===== src/rtl/mem_ctrl64_pkg.sv =====
// rtl/mem_ctrl64_pkg.sv - shared widths and FSM state encoding for mem_ctrl64
package mem_ctrl64_pkg;

    localparam int AW_DEF = 6;
    localparam int DW_DEF = 16;

    typedef enum logic [1:0] {
        ST_IDLE = 2'b00,
        ST_WR   = 2'b01,
        ST_RD   = 2'b10,
        ST_CLR  = 2'b11
    } state_e;

endpackage


===== src/rtl/mem_sweep_cnt.sv =====
// rtl/mem_sweep_cnt.sv - address counter for the clear sweep with terminal-count flag
module mem_sweep_cnt #(
    parameter int W = 6
) (
    input  logic         clk,
    input  logic         rst,
    input  logic         clr_i,
    input  logic         en_i,
    output logic [W-1:0] cnt_o,
    output logic         tc_o
);

    logic [W-1:0] cnt_q;
    logic [W-1:0] cnt_d;

    // next count: sync clear wins over enable; natural wrap after all-ones
    always_comb begin
        cnt_d = cnt_q;
        if (clr_i) begin
            cnt_d = '0;
        end else if (en_i) begin
            cnt_d = cnt_q + 1'b1;
        end
    end

    // count register
    always_ff @(posedge clk or posedge rst) begin
        if (rst) begin
            cnt_q <= '0;
        end else begin
            cnt_q <= cnt_d;
        end
    end

    assign cnt_o = cnt_q;
    assign tc_o  = &cnt_q;

endmodule


===== src/rtl/mem_ctrl64.sv =====
// rtl/mem_ctrl64.sv - single-port RAM controller with host read/write and full clear sweep
module mem_ctrl64
    import mem_ctrl64_pkg::*;
#(
    parameter int            AW        = AW_DEF,
    parameter int            DW        = DW_DEF,
    parameter logic [DW-1:0] CLR_VALUE = '0
) (
    input  logic          clk,
    input  logic          rst,
    input  logic          req_valid,
    output logic          req_ready,
    input  logic          req_we,
    input  logic [AW-1:0] req_addr,
    input  logic [DW-1:0] req_wdata,
    output logic          rsp_valid,
    output logic [DW-1:0] rsp_rdata,
    input  logic          clr_start,
    output logic          clr_busy,
    output logic          clr_done,
    output logic          ram_e,
    output logic [AW-1:0] ram_addr,
    output logic          ram_w,
    output logic          ram_r,
    output logic [DW-1:0] ram_din,
    input  logic [DW-1:0] ram_dout
);

    state_e        state_q, state_d;
    logic [AW-1:0] addr_q;
    logic [DW-1:0] wdata_q;
    logic [DW-1:0] rdata_q;
    logic          rsp_valid_q;
    logic          clr_done_q;
    logic [AW-1:0] sweep_addr;
    logic          sweep_tc;
    logic          req_fire;

    // rst gates ready combinationally so nothing is offered while reset is held
    assign req_ready = (state_q == ST_IDLE) && !clr_start && !rst;
    assign req_fire  = req_valid && req_ready;

    mem_sweep_cnt #(
        .W (AW)
    ) u_sweep_cnt (
        .clk   (clk),
        .rst   (rst),
        .clr_i (state_q != ST_CLR),
        .en_i  (state_q == ST_CLR),
        .cnt_o (sweep_addr),
        .tc_o  (sweep_tc)
    );

    // next-state and RAM strobes; every strobe is 0 in IDLE
    always_comb begin
        state_d  = state_q;
        ram_e    = 1'b0;
        ram_w    = 1'b0;
        ram_r    = 1'b0;
        ram_addr = '0;
        ram_din  = '0;
        case (state_q)
            ST_IDLE: begin
                if (clr_start) begin
                    state_d = ST_CLR;
                end else if (req_fire) begin
                    state_d = req_we ? ST_WR : ST_RD;
                end
            end
            ST_WR: begin
                ram_e    = 1'b1;
                ram_w    = 1'b1;
                ram_addr = addr_q;
                ram_din  = wdata_q;
                state_d  = ST_IDLE;
            end
            ST_RD: begin
                ram_e    = 1'b1;
                ram_r    = 1'b1;
                ram_addr = addr_q;
                state_d  = ST_IDLE;
            end
            ST_CLR: begin
                ram_e    = 1'b1;
                ram_w    = 1'b1;
                ram_addr = sweep_addr;
                ram_din  = CLR_VALUE;
                if (sweep_tc) begin
                    state_d = ST_IDLE;
                end
            end
            default: state_d = ST_IDLE;
        endcase
    end

    // state register
    always_ff @(posedge clk or posedge rst) begin
        if (rst) begin
            state_q <= ST_IDLE;
        end else begin
            state_q <= state_d;
        end
    end

    // request capture, read data capture and completion pulses
    always_ff @(posedge clk or posedge rst) begin
        if (rst) begin
            addr_q      <= '0;
            wdata_q     <= '0;
            rdata_q     <= '0;
            rsp_valid_q <= 1'b0;
            clr_done_q  <= 1'b0;
        end else begin
            if (req_fire) begin
                addr_q  <= req_addr;
                wdata_q <= req_wdata;
            end
            if (state_q == ST_RD) begin
                rdata_q <= ram_dout;
            end
            rsp_valid_q <= (state_q == ST_WR) || (state_q == ST_RD);
            clr_done_q  <= (state_q == ST_CLR) && sweep_tc;
        end
    end

    assign rsp_valid = rsp_valid_q;
    assign rsp_rdata = rdata_q;
    assign clr_busy  = (state_q == ST_CLR);
    assign clr_done  = clr_done_q;

endmodule


===== config.mk =====
export PLATFORM = sky130hd
export DESIGN_NAME = mem_ctrl64
export DESIGN_NICKNAME = d
export VERILOG_FILES = /design/src/rtl/mem_ctrl64_pkg.sv /design/src/rtl/mem_sweep_cnt.sv /design/src/rtl/mem_ctrl64.sv
export SDC_FILE = /design/constraint.sdc
export NUM_CORES = 1
export LEC_CHECK = 0
export CAP_MARGIN = 10
export CORE_MARGIN = 3
export CORE_UTILIZATION = 61
export CTS_CLUSTER_SIZE = 20
export DETAILED_ROUTE_END_ITERATION = 10
export DONT_BUFFER_PORTS = 1
export HOLD_SLACK_MARGIN = 0.08
export PLACE_DENSITY_LB_ADDON = 0.25
export RECOVER_POWER = 25
export SETUP_SLACK_MARGIN = 0.4
export SYNTH_ARGS = -nofsm -noshare
export SYNTH_HDL_FRONTEND = slang
export SYNTH_HIERARCHICAL = 1
export SYNTH_SLANG_ARGS = --single-unit

===== constraint.sdc =====
create_clock -name clk -period 2 [get_ports clk]
set_input_delay 0.2 -clock clk [delete_from_list [all_inputs] [get_ports clk]]
set_output_delay 0.2 -clock clk [all_outputs]
set_load 0.05 [all_outputs]

==> flow_summary.yaml, run 1 <==
worst_setup_path:
  critPathRequiredTime_ns: 2.21
  critPathMaxFanout: 9
  timing.reg2reg.worst_path_depth: 6
  cp-start-kind: "register"
  crit_arrival_ns: 2.02
  crit_path_end_kind: "register"
  path_class: "reg -> reg"
synth:
  seq_total_area_yosys_pct: 53.22
  synthesis.instances: 164
  synth_nets: 212
  ys.warnings.count: 6
  yosysUniqueCellTypes: 26
  synth.top_cells.by_area: "sky130_fd_sc_hd__dfrtp_1 53%, sky130_fd_sc_hd__mux2_4 13%, sky130_fd_sc_hd__mux2_2 9.5%, sky130_fd_sc_hd__and2_1 4.4%, sky130_fd_sc_hd__ha_1 2.8%"
  synth_area_leader_cell: "sky130_fd_sc_hd__dfrtp_1"
  yosys.area.top_type_share_pct: 53.22
  syn_avg_cell_area_um2: 13.76
  synthesis.area_um2: 2257
  yosys_register_bits: 48
detailed_routing:
  post_drt_via_cell_ratio: 6.090
  routed_wire_length_per_instance_um: 28.12
  drc_errors: 0
  drt_iter0_markers: 185
  vias: 1693
  drt-total-wl_um: 7816
  drt_pass_1_iters: 4
  detail-route-antenna-nets: 0
finish:
  antenna-diode-count: 0
  fin_nets: 279
  layout-area-overhead-vs-synth_pct: 43.74
  drive_above_1_share_pct: 49.57
  fillers: 91
clock_tree:
  cts_tree: "yes"
  clock-sinks: 48
  cts_root_buf: "sky130_fd_sc_hd__clkbuf_8"
  cts.htree.levels: 2
  clockBufferDepth: 2
  clkLatencyLatePin_ns: 0.30
  tritoncts.num_buffers: 5
  clock_pin_slew_worst_setup_and_hold_paths_ns: 0.09
sta:
  fin_worst_skew_ns: 0.006851
  timing_worst_slew_pin_value_ns: 1.060
  highest_clock_frequency_the_design_can_meet_ghz: 0.5512
  rsz_0062_raised_after_global_routing: "true"
  worst_slew_margin_rel_pct: 29.34
  drv_slew: 0
  timing.final.crit_period_ns: 1.814
  whs_ns: 0.2003
  timing_hold_violations_final: 0
  timing.setup.tns_ns: 0
  min_period_over_period_pct: 90.72
  finalSetupViolations: 0
die:
  ioPinCount: 88
  rows: 21
  fp.dieH_um: 66.83
  die_x_um: 66.83
  initial_standard_cell_utilization_of_the_core_pct: 65.58
  dieArea_um2: 4466
  floorplan.core_area_um2: 3442
pwr:
  leakagePower_uw: 0.001432
  vdd.ir_drop.worst_mv: 1.296
  power.total_uw: 6112
  total_power_per_unit_cell_area_nw_per_um2: 1884
grt:
  track_usage_pct: 32.36
  grt_overflow_total: 0
  grt_max_degree: 43
  initial_antenna_violation_count: 0
  number_of_global_route_vias_before_repair: 1766
  grt_pass1_wl_um: 10070
min_path:
  hold_path.class: "in -> reg"
  holdPathStages: 2
placed_design:
  port-buffer-count: 0
  dp.final_hpwl_um: 3229
  globalplace.congestion: 0.7855
run:
  drv_cap: 0
status:
  run_status: "finished clean"
## stage by stage
| stage | util [%] | setup WS, ns | instance area, um^2 | cells |
|---|---|---|---|---|
| 2_1_floorplan | - | 0.2549 | 2310 | 164 |
| 3_3_place_gp | 69.47 | 0.3406 | 2391 | 212 |
| 3_5_place_dp | 69.47 | 0.2896 | 2391 | 212 |
| 4_1_cts | 92.62 | 0.2719 | 3188 | 276 |
| 5_1_grt | 94.26 | 0.1643 | 3244 | 278 |
| 6_report | 94.26 | 0.1856 | 3244 | 278 |
## critical path: stages (launching register included)
cell	delay [ns]
sky130_fd_sc_hd__dfrtp_1	0.41
sky130_fd_sc_hd__buf_4	0.15
sky130_fd_sc_hd__ha_4	0.22
sky130_fd_sc_hd__buf_4	0.15
sky130_fd_sc_hd__nand4_2	0.16
sky130_fd_sc_hd__or3_1	0.41
sky130_fd_sc_hd__a21oi_1	0.22
## metal layers
layer  part of all wire [%]  global-route usage [%]
met4                    5.1                   12.69
met3                    8.2                   8.600
met1                     35                   37.49
met5                      0                       0
met2                     52                   56.56
## where the power goes
group / internal (uW) / switching [uW] / leakage [uW] / total, uW
registers: 1380 / 985 / 0.000588 / 2370
logic: 1370 / 1670 / 0.000789 / 3040
clock network: 372 / 329 / 0.0000552 / 700
total: 3130 / 2990 / 0.00143 / 6110
## placed cells by master, fill, tap and decap left out, types with 2 or more instances in the layout
| master | n |
|---|---|
| sky130_fd_sc_hd__and2_4 | 16 |
| sky130_fd_sc_hd__buf_12 | 6 |
| sky130_fd_sc_hd__nand2_1 | 2 |
| sky130_fd_sc_hd__dlygate4sd3_1 | 39 |
| sky130_fd_sc_hd__mux2i_1 | 2 |
| sky130_fd_sc_hd__mux2_2 | 19 |
| sky130_fd_sc_hd__nor2_4 | 7 |
| sky130_fd_sc_hd__o21ai_0 | 2 |
| sky130_fd_sc_hd__mux2_4 | 20 |
| sky130_fd_sc_hd__a22oi_1 | 2 |
| sky130_fd_sc_hd__a22oi_2 | 4 |
| sky130_fd_sc_hd__inv_1 | 4 |
| sky130_fd_sc_hd__nand2b_4 | 2 |
| sky130_fd_sc_hd__nor2_1 | 7 |
| sky130_fd_sc_hd__buf_6 | 4 |
| sky130_fd_sc_hd__inv_2 | 3 |
| sky130_fd_sc_hd__buf_4 | 15 |
| sky130_fd_sc_hd__ha_4 | 5 |
| sky130_fd_sc_hd__xor2_1 | 3 |
| sky130_fd_sc_hd__a21oi_1 | 2 |
| sky130_fd_sc_hd__clkbuf_8 | 5 |
| sky130_fd_sc_hd__dfrtp_1 | 48 |
## state kept, by name, indices dropped and copies added, names as in the netlist
signal / count
addr_q: 6
wdata_q: 16
clr_done: 1
state_q: 2
u_sweep_cnt/cnt_o: 6
rsp_valid: 1
rsp_rdata: 16
## layout make-up
class | instances | area, um^2 | share of cell area (%)
repair buffers | 67 | 713.2 | 21.98
inverters | 8 | 30.03 | 0.9256
clock buffers | 6 | 72.57 | 2.237
flip-flops and latches | 48 | 1201 | 37.02
multi-input cells | 101 | 1135 | 34.98
well taps | 46 | 57.56 | 1.774
clock inverters | 2 | 35.03 | 1.080
## timing repair
item,4_1_cts,5_1_grt
hold endpoints to repair,86,0
endpoints found under the setup margin,41,28
gates resized for setup,55,6
buffers inserted,17,1
pin swaps,16,8
cloned,0,1
hold buffers,39,0
## logic make-up (layout without fill, tap and decap cells)
logic type,after synthesis,count (layout),share of synthesized area [%]
AO/OA/AOI/OAI,11,11,3.603
XOR/XNOR,4,4,1.552
adder cells (fa/ha/maj),5,5,2.772
buffers and inverters,15,83,4.379
flip-flops,48,48,53.21
multiplexers,41,41,23.67
AND/OR/NAND/NOR,40,40,10.81
## path summary, 6_finish.rpt
| check | slack, ns | to | start |
|---|---|---|---|
| min in group asynchronous | 0.31 | u_sweep_cnt/cnt_o[2] | rst |
| setup / recovery | 0.19 | u_sweep_cnt/cnt_o[5] | state_q[1] |
| hold / removal | 0.20 | state_q[0] | req_we |
| max in group asynchronous | 0.65 | rsp_rdata[10] | rst |
| setup reg to reg | 0.19 | u_sweep_cnt/cnt_o[5] | state_q[1] |
| hold reg to reg | 0.53 | wdata_q[8] | wdata_q[8] |
## synth_stat cells
master                     number
sky130_fd_sc_hd__mux2_2        19
sky130_fd_sc_hd__a22oi_1        6
sky130_fd_sc_hd__nor2_8         1
sky130_fd_sc_hd__clkbuf_1       2
sky130_fd_sc_hd__nand2_1        2
sky130_fd_sc_hd__dfrtp_1       48
sky130_fd_sc_hd__xnor2_1        1
sky130_fd_sc_hd__nand4_1        1
sky130_fd_sc_hd__a21oi_1        2
sky130_fd_sc_hd__o21ai_0        2
sky130_fd_sc_hd__a32oi_2        1
sky130_fd_sc_hd__and2_1        16
sky130_fd_sc_hd__or2_2          1
sky130_fd_sc_hd__mux2_4        20
sky130_fd_sc_hd__buf_6          1
sky130_fd_sc_hd__mux2i_1        2
sky130_fd_sc_hd__nand4_2        1
sky130_fd_sc_hd__xor2_1         3
sky130_fd_sc_hd__nor2_1        14
sky130_fd_sc_hd__buf_12         2
sky130_fd_sc_hd__or3_1          1
sky130_fd_sc_hd__ha_1           5
sky130_fd_sc_hd__nand3_1        1
sky130_fd_sc_hd__buf_2          2
sky130_fd_sc_hd__inv_1          8
sky130_fd_sc_hd__nand2b_4       2
(Power assumes the default switching activity.)
==> run 2, diff against run 1 <==
- HOLD_SLACK_MARGIN: 0.08 -> 0.02
- SYNTH_HIERARCHICAL: 1 -> not set
==> flow_summary.yaml, run 2 <==
status:
  run_status: "stopped before the end"
  stop_stage: "global routing"
  error_message: "[ERROR DPL-0033] detailed placement checks failed during check placement."
synth:
  synthesis.area_um2: 2222
  yosys.area.top_type_share_pct: 54.05
  seq_total_area_yosys_pct: 54.05
  yosysUniqueCellTypes: 27
  synth_commonest_cells: "48 x sky130_fd_sc_hd__dfrtp_1, 20 x sky130_fd_sc_hd__mux2_4, 18 x sky130_fd_sc_hd__mux2_2"
  synth-async-reset-ratio_pct: 100.0
  synth_edf_count: 0
  yosys-mux-area-fraction_pct: 22.64
  ys.warnings.count: 0
  synth-simple-area-share_pct: 10.47
  synth_xor_area_share_pct: 1.182
  syn_avg_cell_area_um2: 13.47
  synth_compound_gate_area_share_pct: 4.167
  dominantRegCellSynth: "sky130_fd_sc_hd__dfrtp_1"
  largest_family_of_logic_cells_by_synthesized_area: "multiplexers"
  synth.top_cells.by_area: "sky130_fd_sc_hd__dfrtp_1 54%, sky130_fd_sc_hd__mux2_4 14%, sky130_fd_sc_hd__mux2_2 9.1%, sky130_fd_sc_hd__and2_1 4.8%, sky130_fd_sc_hd__ha_1 2.8%"
  synth_nets: 213
  yosys_register_bits: 48
  synthesis.instances: 165
  synth_area_leader_cell: "sky130_fd_sc_hd__dfrtp_1"
  yosys.cell_count.top_type: "sky130_fd_sc_hd__dfrtp_1"
  synth_adder_area_share_pct: 2.815
die:
  die_x_um: 66.36
  rows: 21
  initial_standard_cell_utilization_of_the_core_pct: 65.05
  ioPinCount: 88
  fp.dieH_um: 66.36
placed_design:
  post-place-ws_ns: 0.1888
  dp.final_hpwl_um: 3018
  dpl.cell_count: 213
  port-buffer-count: 0
  globalplace.congestion: 0.7470
  placed_instance_area_um2: 2379
sta:
  timing.repair.worst_endpoint_type: "top-level output"
  grt-worst-endpoint: "ram_addr[0]"
grt:
  initial_antenna_violation_count: 0
  grt_max_degree: 49
clock_tree:
  tritoncts.num_buffers: 5
  cts.htree.levels: 2
  cts_root_buf: "sky130_fd_sc_hd__clkbuf_4"
  clockBufferDepth: 2
  clock-sinks: 48
==> run 2: changes by cell type after synthesis, moves of 2 or more <==
cell	delta
sky130_fd_sc_hd__nand3_1	+2
sky130_fd_sc_hd__nand2b_4	-2
sky130_fd_sc_hd__o21ai_0	+2
sky130_fd_sc_hd__nor2_1	-4
sky130_fd_sc_hd__mux2i_1	-2
==> run 2: logic make-up after synthesis <==
group | Yosys count
AOI/OAI and AO/OA | 14
muxes | 38
and+or+nand+nor | 41
buffers and inverters | 16
DFF | 48
adders and majority gates | 5
xor gates and xnor gates | 3
==> run 2: timing repair <==
action	4_1_cts
resized for setup	59
setup endpoints to repair	50
cloned	3
hold endpoints to repair	86
pin swaps	11
hold buffers	39
setup buffers	14
==> run 2: stage by stage <==
step,TNS [ns],utilization [%]
after CTS,0,91.28
after detailed placement,0,69.63
after global placement,0,69.63
after floorplan,-0.5697,-
==> run 3, diff against run 2 <==
- CORE_UTILIZATION: 61 -> 40
- CTS_CLUSTER_SIZE: 20 -> not set
- HOLD_SLACK_MARGIN: 0.02 -> not set
- PLACE_DENSITY_LB_ADDON: 0.25 -> 0.15
- SETUP_SLACK_MARGIN: 0.4 -> not set
==> flow_summary.yaml, run 3 <==
grt:
  grt_max_degree: 49
  grt_overflow_total: 0
  initial_antenna_violation_count: 0
  track_usage_pct: 14.33
  grt_pass1_wl_um: 7038
  number_of_global_route_vias_before_repair: 1453
finish:
  fin_nets: 222
  layout_common_cells: "48 x sky130_fd_sc_hd__dfrtp_1, 20 x sky130_fd_sc_hd__mux2_4, 18 x sky130_fd_sc_hd__mux2_2"
  footprint_of_the_multi_input_gates_um2: 964.7
  mostFrequentLayoutCell: "sky130_fd_sc_hd__dfrtp_1"
  sequential_cell_area_um2: 1201
  layout-area-overhead-vs-synth_pct: 14.36
  final_area_um2: 2541
  drive_above_1_share_pct: 47.43
  fillers: 469
  antenna-diode-count: 0
worst_setup_path:
  crit_buf_inv: 2
  cpPeakStageDelay_ns: 0.41
  timing.reg2reg.worst_path_depth: 5
  cp-start-kind: "register"
  rr_endpoint: "wdata_q[13]"
  crit_chain: "inv_1 -> ha_1 -> a22oi_1 -> nor2_2 -> buf_12"
  ff2ff_setup_slack_ns: 0.16
  cpLargestDelayFamily: "adder cells"
  critPathRequiredTime_ns: 1.80
  crit_arrival_ns: 1.68
  worst_reg2reg_startpoint: "state_q[0]"
  crit_path_end_kind: "output port"
  critPathMaxFanout: 7
  critical-path-slowest-cell: "sky130_fd_sc_hd__ha_1"
  path_class: "reg -> out"
status:
  failed_checks: "capacitance limit, slew limit"
  run_status: "finished with violations"
synth:
  synthesis.area_um2: 2222
  yosys.cell_count.top_type: "sky130_fd_sc_hd__dfrtp_1"
  synth.top_cells.by_area: "sky130_fd_sc_hd__dfrtp_1 54%, sky130_fd_sc_hd__mux2_4 14%, sky130_fd_sc_hd__mux2_2 9.1%, sky130_fd_sc_hd__and2_1 4.8%, sky130_fd_sc_hd__ha_1 2.8%"
  synthesis.instances: 165
  synth_area_leader_cell: "sky130_fd_sc_hd__dfrtp_1"
  synth_commonest_cells: "48 x sky130_fd_sc_hd__dfrtp_1, 20 x sky130_fd_sc_hd__mux2_4, 18 x sky130_fd_sc_hd__mux2_2"
  synth-async-reset-ratio_pct: 100.0
  ys.warnings.count: 0
  yosysUniqueCellTypes: 27
  yosys_register_bits: 48
  yosys.area.top_type_share_pct: 54.05
  synth_edf_count: 0
  seq_total_area_yosys_pct: 54.05
  dominantRegCellSynth: "sky130_fd_sc_hd__dfrtp_1"
  synth_nets: 213
  syn_avg_cell_area_um2: 13.47
sta:
  timing_worst_slew_pin_value_ns: 1.746
  timing.final.ws_setup_ns: 0.1182
  drv_slew: 49
  timing.final.crit_period_ns: 1.882
  fin_worst_skew_ns: 0.007096
  finalSetupViolations: 0
  worst_slew_margin_rel_pct: -16.51
  min_period_over_period_pct: 94.09
  whs_ns: 0.04761
  timing_hold_violations_final: 0
  rsz_0062_raised_after_global_routing: "false"
  highest_clock_frequency_the_design_can_meet_ghz: 0.5314
detailed_routing:
  drt_pass_1_iters: 4
  vias: 1269
  detail-route-antenna-nets: 0
  post_drt_via_cell_ratio: 5.180
  routed_wire_length_per_instance_um: 17.81
  drc_errors: 0
  drt_iter0_markers: 44
  drt-total-wl_um: 4364
clock_tree:
  clock-sinks: 48
  cts_root_buf: "sky130_fd_sc_hd__clkbuf_8"
  cts.htree.levels: 2
  clkLatencyLatePin_ns: 0.29
  tritoncts.num_buffers: 5
  clock_pin_slew_worst_setup_and_hold_paths_ns: 0.08
  cts_tree: "yes"
  clockBufferDepth: 2
pwr:
  net_load_switching_power_uw: 318.3
  comb_power_share_pct: 1.3
  power.clock.fraction_pct: 40.4
  internal_power_uw: 1343
  sequentialPowerShare_pct: 58.4
  vdd.ir_drop.worst_mv: 0.3537
  total_power_per_unit_cell_area_nw_per_um2: 653.9
  leakagePower_uw: 0.001240
  share_of_total_power_consumed_by_net_switching_pct: 19.16
min_path:
  holdPathStages: 1
  hold_path_end: "addr_q[2]"
  hold_path.class: "in -> reg"
  min_from: "req_addr[2]"
die:
  fp.dieH_um: 80.54
  ioPinCount: 88
  floorplan.core_area_um2: 5238
  rows: 26
  die_x_um: 80.54
  initial_standard_cell_utilization_of_the_core_pct: 42.43
  dieArea_um2: 6486
placed_design:
  placed_instance_area_um2: 2409
  globalplace.congestion: 0.7399
  dp.final_hpwl_um: 3326
  post-place-ws_ns: 0.1589
  port-buffer-count: 0
run:
  drv_cap: 1
run 3: cell counts after synthesis:
Identical to the previous run, type by type.
run 3: power by group through the flow:
stage	registers (uW)	logic [uW]	clock network, uW
floorplan	989	17.5	0
global placement	989	22.0	0
detailed placement	989	23.3	0
CTS	970	23.2	699
global route	970	26.3	733
finish	970	21.0	671
run 3: worst max-delay path by stage:
stage,start,to,slack (ns),cells after the start
floorplan,state_q[0],addr_q[0],-0.03,7
global placement,state_q[0],wdata_q[13],0.26,5
detailed placement,state_q[0],wdata_q[13],0.16,5
CTS,state_q[1],ram_din[5],0.08,3
global route,state_q[1],ram_addr[5],0.02,5
finish,state_q[0],ram_addr[3],0.12,5
run 3: layout make-up:
class / instances / area share (%)
clock buffers: 6 / 2.856
clock inverters: 2 / 1.379
inverters: 8 / 1.182
multi-input cells: 101 / 37.96
flip-flops and latches: 48 / 47.27
well taps: 70 / 3.447
repair buffers: 10 / 5.908
run 3: layer usage:
layer  track usage, %  part of all wire [%]  routed length (um)  up-vias
met5                0                     0                   0        -
met4            5.574                   1.7                  76        0
met3            5.717                    10                 450        9
met2            23.34                    49                2151       63
met1            16.84                    39                1687      624
li1                 -                     -                   -      573
run 3: repair_timing:
action,4_1_cts,5_1_grt
gates resized for setup,16,2
buffers inserted,0,0
endpoints found under the setup margin,16,19
hold buffers,0,0
run 3: cells by family after synthesis:
family | share of synthesized area (%)
XOR/XNOR | 1.183
adder cells (fa/ha/maj) | 2.815
buffers and inverters | 4.673
multiplexers | 22.64
AO/OA/AOI/OAI | 4.167
AND/OR/NAND/NOR | 10.47
flip-flops | 54.05
run 3: worst register-to-register path, stage by stage (launching register included):
cell and delay, ns:
sky130_fd_sc_hd__dfrtp_1 0.41, sky130_fd_sc_hd__inv_1 0.12, sky130_fd_sc_hd__ha_1 0.19, sky130_fd_sc_hd__nor3b_4 0.19, sky130_fd_sc_hd__and2_4 0.42, sky130_fd_sc_hd__mux2_2 0.39
run 3: through the flow:
| stage | total power, uW | utilization, % | std cells | TNS, ns |
|---|---|---|---|---|
| 3_5_place_dp | 1012 | 45.99 | 237 | 0 |
| 6_report | 1662 | 48.52 | 245 | 0 |
| 2_1_floorplan | 1006 | - | 165 | -0.6655 |
| 3_3_place_gp | 1011 | 45.99 | 237 | 0 |
| 4_1_cts | 1692 | 48.42 | 245 | 0 |
| 5_1_grt | 1729 | 48.52 | 245 | 0 |
==> run 4, diff against run 3 <==
- SLEW_MARGIN: not set -> 20
==> flow_summary.yaml, run 4 (synthesized netlist as in run 3, its figures left out) <==
status:
  run_status: "finished clean"
finish:
  sequential_cell_area_um2: 1201
  fin_nets: 223
  mostFrequentLayoutCell: "sky130_fd_sc_hd__dfrtp_1"
  antenna-diode-count: 0
  drive_above_1_share_pct: 47.73
  layout-area-overhead-vs-synth_pct: 14.81
  fillers: 468
  footprint_of_the_multi_input_gates_um2: 964.7
  layout_common_cells: "48 x sky130_fd_sc_hd__dfrtp_1, 20 x sky130_fd_sc_hd__mux2_4, 18 x sky130_fd_sc_hd__mux2_2"
worst_setup_path:
  cp-start-kind: "register"
  critPathMaxFanout: 7
  timing.reg2reg.worst_path_depth: 5
  crit_path_end_kind: "output port"
  crit_arrival_ns: 1.68
  path_class: "reg -> out"
  crit_chain: "inv_1 -> ha_1 -> a22oi_1 -> nor2_2 -> buf_12"
  crit_buf_inv: 2
  crit_cells: 5
  critPathRequiredTime_ns: 1.80
  cpLargestDelayFamily: "adder cells"
  cpPeakStageDelay_ns: 0.41
  critical-path-slowest-cell: "sky130_fd_sc_hd__ha_1"
pwr:
  comb_power_share_pct: 1.4
  sequentialPowerShare_pct: 58.3
  leakagePower_uw: 0.001243
  power.total_uw: 1664
  total_power_per_unit_cell_area_nw_per_um2: 652.1
  power.clock.fraction_pct: 40.3
  vdd.ir_drop.worst_mv: 0.3537
  share_of_total_power_consumed_by_net_switching_pct: 19.18
  net_load_switching_power_uw: 319.1
  internal_power_uw: 1345
clock_tree:
  clock-sinks: 48
  cts_tree: "yes"
  cts_root_buf: "sky130_fd_sc_hd__clkbuf_8"
  clkLatencyLatePin_ns: 0.29
  tritoncts.num_buffers: 5
  cts.htree.levels: 2
  clockBufferDepth: 2
  post_cts_setup_buffers: 0
  clock_pin_slew_worst_setup_and_hold_paths_ns: 0.08
die:
  initial_standard_cell_utilization_of_the_core_pct: 42.43
  dieArea_um2: 6486
  ioPinCount: 88
  die_x_um: 80.54
  rows: 26
  floorplan.core_area_um2: 5238
  fp.dieH_um: 80.54
sta:
  timing.final.crit_period_ns: 1.882
  finalSetupViolations: 0
  timing_hold_violations_final: 0
  rsz_0062_raised_after_global_routing: "false"
  timing.setup.tns_ns: 0
  timing_worst_slew_pin_value_ns: 0.9682
  drv_slew: 0
  highest_clock_frequency_the_design_can_meet_ghz: 0.5314
  whs_ns: 0.04751
  min_period_over_period_pct: 94.10
  fin_worst_skew_ns: 0.007067
  worst_slew_margin_rel_pct: 35.36
placed_design:
  dp.final_hpwl_um: 3326
  port-buffer-count: 0
  globalplace.congestion: 0.7399
detailed_routing:
  drt_pass_1_iters: 4
  detail-route-antenna-nets: 0
  drt-total-wl_um: 4385
  post_drt_via_cell_ratio: 5.179
  routed_wire_length_per_instance_um: 17.83
  drt_iter0_markers: 43
  vias: 1274
  drc_errors: 0
run:
  drv_cap: 0
grt:
  grt_max_degree: 49
  track_usage_pct: 14.33
  grt_pass1_wl_um: 7038
  grt_overflow_total: 0
  initial_antenna_violation_count: 0
  number_of_global_route_vias_before_repair: 1453
min_path:
  holdPathStages: 1
  hold_path.class: "in -> reg"
==> run 4: changes by cell type in the layout (fill, tap and decap cells not counted) <==
cell,delta
sky130_fd_sc_hd__dlygate4sd3_1,+1
sky130_fd_sc_hd__inv_1,-1
sky130_fd_sc_hd__inv_2,+1
==> run 4: worst paths after layout <==
check | slack [ns] | end | from
setup / recovery | 0.12 | ram_addr[3] | state_q[0]
hold / removal | 0.05 | addr_q[2] | req_addr[2]
setup reg to reg | 0.16 | wdata_q[13] | state_q[0]
hold reg to reg | 0.51 | wdata_q[13] | wdata_q[13]
max in group asynchronous | 0.79 | rsp_rdata[15] | rst
min in group asynchronous | 0.60 | rsp_rdata[6] | rst
==> run 4: what timing repair did <==
item,4_1_cts,5_1_grt
endpoints found under the setup margin,16,19
gates resized for setup,16,2
hold endpoints to repair,0,33
hold buffers,0,1
==> run 4: layout make-up <==
| class | instances | area share (%) |
|---|---|---|
| Clock buffer | 6 | 2.845 |
| Multi-Input combinational cell | 101 | 37.81 |
| Timing Repair Buffer | 11 | 6.278 |
| Inverter | 8 | 1.177 |
| Tap cell | 70 | 3.433 |
| Clock inverter | 2 | 1.373 |
| Sequential cell | 48 | 47.08 |
==> run 4: power by group through the flow <==
stage	Sequential (uW)	Clock, uW	Combinational [uW]
floorplan	989	0	17.5
global placement	989	0	22.0
detailed placement	989	0	23.3
CTS	970	699	23.2
global route	970	733	28.5
finish	969	671	23.1
==> run 4: per-stage QoR <==
step | instances | instance area, um^2 | setup slack (ns) | util (%)
floorplan | 165 | 2245 | -0.03328 | -
global placement | 237 | 2409 | 0.2622 | 45.99
CTS | 245 | 2536 | 0.08016 | 48.42
global route | 246 | 2551 | 0.01582 | 48.71
finish | 246 | 2551 | 0.1181 | 48.71
detailed placement | 237 | 2409 | 0.1589 | 45.99
==> run 4: per-layer routing <==
layer	track usage, %	up-vias	wire length, um
li1	-	575	-
met1	16.84	626	1695
met2	23.34	64	2153
met3	5.717	9	460
met4	5.574	0	76
met5	0	-	0
